--- config.mk ---
export PLATFORM = sky130hd
export DESIGN_NAME = word_sequencer
export DESIGN_NICKNAME = d
export VERILOG_FILES = /design/src/rtl/word_sequencer.sv
export SDC_FILE = /design/constraint.sdc
export NUM_CORES = 1
export LEC_CHECK = 0
export CORE_MARGIN = 5
export CORE_UTILIZATION = 49
export DETAILED_ROUTE_END_ITERATION = 10
export PLACE_DENSITY = 0.93
export SLEW_MARGIN = 20
export SYNTH_ARGS = -nofsm -noshare
export SYNTH_HDL_FRONTEND = slang
export SYNTH_SLANG_ARGS = --single-unit
--- constraint.sdc ---
create_clock -name clk -period 3.1 [get_ports clk]
set_clock_uncertainty 0.15 [all_clocks]
set_input_delay 0.31 -clock clk [delete_from_list [all_inputs] [get_ports clk]]
set_output_delay 0.31 -clock clk [all_outputs]
set_load 0.1 [all_outputs]
--- src/rtl/word_sequencer.sv ---
// -----------------------------------------------------------------------------
// word_sequencer
//
// Snapshots a DEPTH-entry bank of WIDTH-bit words on `start` and streams them
// out highest index first over a valid/ready handshake. Supports one-shot and
// continuous-loop operation and a synchronous abort.
//
// Optional feature macro: WORD_SEQ_SKIP_EN
//   When defined, a per-word `skip` mask is captured with `start`; masked
//   words are never presented. An all-ones mask goes straight to DONE.
//   When undefined, there is no `skip` port and every word is emitted.
//
// Ports
//   clk      in   rising-edge clock
//   reset    in   asynchronous, active-low reset
//   start    in   begin a sequence (honoured only in IDLE)
//   abort    in   synchronous abandon, wins over start and transfer
//   loop     in   captured with start: 0 = one-shot, 1 = wrap continuously
//   data     in   DEPTH*WIDTH word bank, word i at bits [i*WIDTH +: WIDTH]
//   skip     in   DEPTH-bit skip mask (WORD_SEQ_SKIP_EN only)
//   o_valid  out  `o` holds a word
//   o_ready  in   consumer accepts the word on `o`
//   o        out  current word, 0 when o_valid = 0
//   idx      out  index of the word on `o`
//   busy     out  state is not IDLE
//   done     out  one-cycle pulse at the end of a one-shot sequence
//   passes   out  completed full passes since the last start (wraps)
// -----------------------------------------------------------------------------
module word_sequencer #(
   parameter int WIDTH = 32,
   parameter int DEPTH = 4,
   localparam int IW   = $clog2(DEPTH)
) (
   input  logic                   clk,
   input  logic                   reset,
   input  logic                   start,
   input  logic                   abort,
   input  logic                   loop,
   input  logic [DEPTH*WIDTH-1:0] data,
`ifdef WORD_SEQ_SKIP_EN
   input  logic [DEPTH-1:0]       skip,
`endif
   output logic                   o_valid,
   input  logic                   o_ready,
   output logic [WIDTH-1:0]       o,
   output logic [IW-1:0]          idx,
   output logic                   busy,
   output logic                   done,
   output logic [15:0]            passes
);

   localparam logic [1:0] S_IDLE = 2'd0;
   localparam logic [1:0] S_RUN  = 2'd1;
   localparam logic [1:0] S_DONE = 2'd2;

   logic [1:0]       state_q;
   logic [WIDTH-1:0] snap_q [DEPTH];
   logic [DEPTH-1:0] mask_q;
   logic             loop_q;
   logic [IW-1:0]    idx_q;
   logic [15:0]      passes_q;

   // Mask presented at capture time. Without the skip feature it is all
   // zeros, so every word is unmasked and the index logic reduces to a
   // plain down-counter.
   logic [DEPTH-1:0] skip_cap;
`ifdef WORD_SEQ_SKIP_EN
   assign skip_cap = skip;
`else
   assign skip_cap = '0;
`endif

   // Index search over the mask:
   //   cap_first - highest unmasked index of the incoming mask (first word)
   //   wrap_idx  - highest unmasked index of the captured mask (loop wrap)
   //   next_idx  - highest unmasked index strictly below idx_q (next word);
   //               has_next = 0 means the current word ends the pass.
   logic [IW-1:0] cap_first;
   logic          cap_any;
   logic [IW-1:0] wrap_idx;
   logic [IW-1:0] next_idx;
   logic          has_next;

   // NOTE: every always_comb output is given a default before the loop so no
   // path leaves a signal unassigned, which would otherwise infer a latch.
   always_comb begin
      cap_first = '0;
      cap_any   = 1'b0;
      wrap_idx  = '0;
      next_idx  = '0;
      has_next  = 1'b0;
      // Ascending scan: the last hit wins, giving the highest qualifying index.
      for (int i = 0; i < DEPTH; i++) begin
         if (!skip_cap[i]) begin
            cap_first = IW'(i);
            cap_any   = 1'b1;
         end
         if (!mask_q[i]) begin
            wrap_idx = IW'(i);
         end
         if (!mask_q[i] && (i < int'(idx_q))) begin
            next_idx = IW'(i);
            has_next = 1'b1;
         end
      end
   end

   // NOTE: the snapshot buffer is reset along with the control state so `o`
   // can never expose stale contents; it is small enough that this is cheap.
   // NOTE: all sequential state uses non-blocking assignments so every
   // register samples the pre-edge values of the others.
   always_ff @(posedge clk or negedge reset) begin
      if (!reset) begin
         state_q  <= S_IDLE;
         mask_q   <= '0;
         loop_q   <= 1'b0;
         idx_q    <= '0;
         passes_q <= '0;
         for (int i = 0; i < DEPTH; i++) begin
            snap_q[i] <= '0;
         end
      end else if (abort) begin
         // Abort wins over start and over a simultaneous transfer; passes hold.
         state_q <= S_IDLE;
      end else begin
         case (state_q)
            S_IDLE: begin
               if (start) begin
                  for (int i = 0; i < DEPTH; i++) begin
                     snap_q[i] <= data[i*WIDTH +: WIDTH];
                  end
                  mask_q   <= skip_cap;
                  loop_q   <= loop;
                  passes_q <= '0;
                  if (cap_any) begin
                     state_q <= S_RUN;
                     idx_q   <= cap_first;
                  end else begin
                     // Nothing to emit: finish immediately, even in loop mode.
                     state_q <= S_DONE;
                     idx_q   <= IW'(DEPTH - 1);
                  end
               end
            end
            S_RUN: begin
               if (o_ready) begin
                  if (has_next) begin
                     idx_q <= next_idx;
                  end else begin
                     passes_q <= passes_q + 16'd1;
                     if (loop_q) begin
                        idx_q <= wrap_idx;
                     end else begin
                        state_q <= S_DONE;
                     end
                  end
               end
            end
            S_DONE: begin
               state_q <= S_IDLE;
            end
            default: begin
               state_q <= S_IDLE;
            end
         endcase
      end
   end

   // Outputs are decoded from registered state only; o_ready never reaches
   // o_valid combinationally.
   assign o_valid = (state_q == S_RUN);
   assign o       = o_valid ? snap_q[idx_q] : '0;
   assign idx     = idx_q;
   assign busy    = (state_q != S_IDLE);
   assign done    = (state_q == S_DONE);
   assign passes  = passes_q;

endmodule
======== Yosys cells after proc, flatten, opt, wreduce, memory -nomap -nowiden ========
Cells that the tools add are included.
word-level totals
  register bits ........................... 149
  output and inout port bits .............. 53
  logic and storage cells ................. 56
operators by class
  reduce and logical (&&, ||, !) cells .... 7
  mux-type cells .......................... 24
  add/subtract/negate cells ............... 1
  bitwise operators ....................... 2
  order comparisons ....................... 4
  eq/ne operators ......................... 10
operator list
  operator                                                   count
  2-to-1 mux 32 bit                                          3
  binary-select mux 32 bit (select 2 bit)                    1
  2-to-1 mux 16 bit                                          3
  one-hot mux 16 bit (2 select lines)                        1
  2-to-1 mux 2 bit                                           10
  adder 16 x 1 -> 16 bit, second input constant              1
  AND reduction 5 bit                                        2
  != test 3 bit, second input constant                       3
  one-hot mux 2 bit (2 select lines)                         2
  less-than comparator 1 x 2 -> 1 bit, first input constant  2
  2-to-1 mux 1 bit                                           4
  != test 2 bit, second input constant                       2
  AND reduction 4 bit                                        1
  nonzero test 2 bit                                         2
  >= comparator 3 bit, second input constant                 1
  != test 3 x 1 -> 1 bit, second input constant              1
  != test 3 x 2 -> 1 bit, second input constant              1
  inverter 2 -> 3 bit                                        1
  AND reduction 3 bit                                        1
  equality test 2 x 1 -> 1 bit, second input constant        1
  equality test 2 bit, second input constant                 1
  zero test 2 bit                                            1
  less-than comparator 2 bit, first input constant           1
  != test 2 x 1 -> 1 bit, second input constant              1
  inverter 1 bit                                             1

======== Longest topological paths before layout ========
  word-level depth ........................ 8
  depth in mapped cells ................... 9
  depth with buffers taken out ............ 6

======== Worst setup path after synthesis ========
Ideal clock, no wire load.
  kind .................................... register to output
  start point ............................. reg state_q[0]
  end point ............................... out o[22]
  data arrival time ....................... 2,590 ps
  slack ................................... 50 ps
  stages on the path, launching flop included .. 5
  data required time ...................... 2,640 ps
  path through ............................ dfrtp_1 > buf_2 > and2b_1 > clkbuf_1 > and2_1
on the way
  longest elaborated chain between the ends .. 2
RTL lines
  item                          RTL line  source
  from (decl)                   56        logic [1:0] state_q;
  from (signal assigned)        114       state_q <= S_IDLE;
  from (signal assigned)        124       state_q <= S_IDLE;
  from (signal assigned)        136       state_q <= S_RUN;
  equality test 2 x 1 -> 1 bit  171       assign o_valid = (state_q == S_RUN);
  via o_valid                   43        output logic o_valid,
  2-to-1 mux 32 bit             172       assign o = o_valid ? snap_q[idx_q] : '0;
  to (decl)                     45        output logic [WIDTH-1:0] o,
The timed path passes the listed nets, and every way through them passes these cells.

======== Worst setup path after layout ========
  start point ............................. reg idx_q[0], in the netlist idx[0]
  end point ............................... out o[8]
on the way
  longest elaborated chain between the ends .. 5
RTL lines
  item                                                  RTL line  source
  from (decl)                                           60        logic [IW-1:0] idx_q;
  from (signal assigned)                                137       idx_q <= cap_first;
  from (signal assigned)                                141       idx_q <= IW'(DEPTH - 1);
  from (signal assigned)                                148       idx_q <= next_idx;
  inverter 2 -> 3 bit (not written as such)             172
  binary-select mux 32 bit (select 2 bit)               172
  2-to-1 mux 32 bit (not written as such) (2 in a row)  172
  2-to-1 mux 32 bit                                     172
Every way passes these cells. The select of a mux whose other input is x is not followed.

==> flow_summary.json <==
{
  "status": "complete, no violations",
  "hpwl_microns": 12700,
  "synth_adder_area_share_pct": 0.542,
  "fin_nets": 1049,
  "r2r-start": "idx[0]$_DFFE_PN0P_",
  "grt-ovfl-total": 0,
  "cp-start-kind": "flip-flop",
  "reg2reg_slack_ns": 0.57,
  "first_iter_violations": 377,
  "power.leakage_nw": 4.80,
  "postLayoutSetupSlackWorst_ns": 0.297,
  "synth_compound_area_share_pct": 3.73,
  "cts_tree": "yes",
  "power.density_mw_per_mm2": 670,
  "gp_congestion": 0.816,
  "worst_r2r_endpoint": "passes[12]$_DFFE_PN0P_",
  "io_buffers": 186,
  "synthArstFlopShare_pct": 100,
  "tns_ns": 0,
  "synth_top_family_by_area": "simple AND/OR/NAND/NOR gates",
  "finalHoldViolations": 0,
  "num_vias": 5700,
  "die_w_microns": 129,
  "layout-drive-gt1-share_pct": 14.8,
  "ys_seq_elements": 149,
  "post_synth_num_cell_types": 38,
  "cap_violations": 0,
  "cp-end-kind": "output port",
  "synth_edf_count": 0,
  "netlist.area_leader.share_pct": 53.9,
  "rsz0062_at_grt": "no",
  "synth_top_area_cell": "dfrtp_1",
  "grtUsageMet1_pct": 27.1,
  "antenna_cells": 0,
  "drt-total-wl_microns": 18400,
  "syn_area_per_cell_sq_um": 9.38,
  "required_ns": 2.64,
  "critPathKind": "flip-flop to output port",
  "grt_max_degree": 81,
  "clk_pin_slew_ns": 0.06,
  "core_area_sq_mm": 0.0139,
  "cts_buffers": 17,
  "period_minus_slack_ns": 2.80,
  "relSlewSlack_pct": 54.2,
  "syn_area_sq_mm": 0.00692,
  "antenna_found_initial": 0,
  "pre_cts_ws_ns": 0.511,
  "maxClockFrequency_mhz": 357,
  "fin_util_pct": 71.2,
  "area_delta_synth_final_pct": 42.9,
  "ys_seq_area_share_pct": 53.9,
  "syn-num-nets": 875,
  "cts.sinks": 149,
  "yosysMostFrequentCell": "nand2_1",
  "cp_data_arrival_time_ns": 2.34,
  "grt_pass1_wl_microns": 29900,
  "route.detailed.drc": 0,
  "syn_inst": 738,
  "hold_path_class": "input pin to flip-flop",
  "fin_crit_sh_pct": 90.4,
  "synth_commonest_cells": "400 x nand2_1, 149 x dfrtp_1, 34 x and2_1",
  "grt_util_met3_pct": 5.65,
  "grt_pass1_vias": 6042,
  "clockBufferDepth": 2,
  "holdWs_ns": 0.266,
  "worstRegToRegCells": 6,
  "drv_slew": 0,
  "insertion_delay_ns": 0.41,
  "start_util_pct": 49.8,
  "post_cts_buffers": 0,
  "viasPerCell": 5.16,
  "io_pins": 187,
  "antenna_left": 0,
  "ys.flop_type": "dfrtp_1",
  "busiest_layer": "met2",
  "firstDrtPassIters": 5,
  "peakVddDrop_mv": 0.343,
  "dieArea_sq_mm": 0.0166,
  "dieHeight_microns": 129,
  "yosys.area_share.simple_pct": 28.2,
  "fillers": 941,
  "grt_use_total_pct": 23.0,
  "synth-xor-area-share_pct": 0.253,
  "startpoint": "idx[0]$_DFFE_PN0P_",
  "cp_max_fo": 19,
  "synth_mux_area_share_pct": 10.4,
  "finalSetupViolations": 0,
  "fp-row-count": 43,
  "clockRootBuffer": "clkbuf_16",
  "met2_usage_pct": 40.0,
  "detail_route.wl_per_cell_microns": 16.7,
  "yosysWarnings": 0,
  "cts_max_level": 4,
  "endpoint": "o[8]",
  "max_slew.worst_pin.slew_ns": 0.669,
  "synth_top_cells_by_area": "dfrtp_1 54%, nand2_1 22%, mux4_2 10%"
}
-- worst min path at each step --
stage / from / endpoint / slack [ns] / cells after the start
3_3_place_gp: reset / snap_q[110]$_DFFE_PN0P_ / 0.22 / 1
6_report: data[71] / snap_q[39]$_DFFE_PN0P_ / 0.27 / 3
5_1_grt: data[77] / snap_q[45]$_DFFE_PN0P_ / 0.26 / 3
4_1_cts: data[79] / snap_q[47]$_DFFE_PN0P_ / 0.25 / 3
3_5_place_dp: reset / snap_q[110]$_DFFE_PN0P_ / 0.22 / 1
2_1_floorplan: reset / idx[0]$_DFFE_PN0P_ / -0.14 / 0
-- worst max-delay path, stage by stage, from the launching register on --
cell and delay [ns]:
dfrtp_4 0.67, buf_4 0.33, mux4_2 0.54, and2_1 0.20
buf_12 0.17
-- flip-flops by register name, summed over array words and instances (netlist names) --
| name | cells |
|---|---|
| loop_q | 1 |
| state_q | 2 |
| passes | 16 |
| idx | 2 |
| snap_q | 128 |
-- per-stage QoR --
step | area (sq um) | power [mW] | cells
6_report | 9890 | 6.62 | 1104
5_1_grt | 9890 | 6.92 | 1104
4_1_cts | 9880 | 6.68 | 1104
3_5_place_dp | 9250 | 4.48 | 1072
3_3_place_gp | 9250 | 4.41 | 1072
2_1_floorplan | 6920 | 3.71 | 738
-- cell families after synthesis --
family,after synthesis
buf+inv,49
flops,149
compound gates,35
xor+xnor,2
fa+ha+maj,3
mux,32
simple gates,468
-- per-layer routing --
metal  up-vias  part of all wire (%)
met1      2745                    39
met5         -                     0
met4         0                   2.8
met3        40                   5.8
met2       186                    53
li1       2729                     -
-- power breakdown --
group,switching [mW],internal (mW),total (mW)
Clock,0.771,1.40,2.17
Combinational,1.08,0.863,1.94
Sequential,0.250,2.26,2.51
-- layout make-up --
cell class              count  area [sq um]  share of cell area, %
well taps                 180           225                   2.28
inverters                   5          18.8                  0.190
repair buffers            199          2290                   23.2
clock inverters            10           153                   1.54
multi-input cells         540          2990                   30.3
flip-flops and latches    149          3730                   37.8
clock buffers              21           470                   4.76
-- placed cells by master, fill, tap and decap left out, types with 2 or more instances in the layout --
cell type and count:
nand2b_1 2, bufinv_16 4, or4_1 5, nor2b_1 3
a21oi_1 11, mux4_2 32, clkbuf_16 17, ha_1 3
clkbuf_8 3, inv_1 5, buf_12 37, xor2_1 2
o31ai_1 4, clkinv_2 5, buf_4 28, and2_1 34
nand3_1 4, nand2_1 399, and3_1 2, nand4_1 2
or3_1 5, nor2_1 4, o211ai_1 3, o21ai_0 8
dfrtp_1 147, clkdlybuf4s50_1 132
-- repair_timing --
item | CTS | global route
endpoints found under the setup margin | 0 | 10
endpoints found under the hold margin | 70 | 0
hold buffers | 1 | 0
gates resized for setup | 0 | 1
Note: power is estimated with default switching activity, not from simulation.
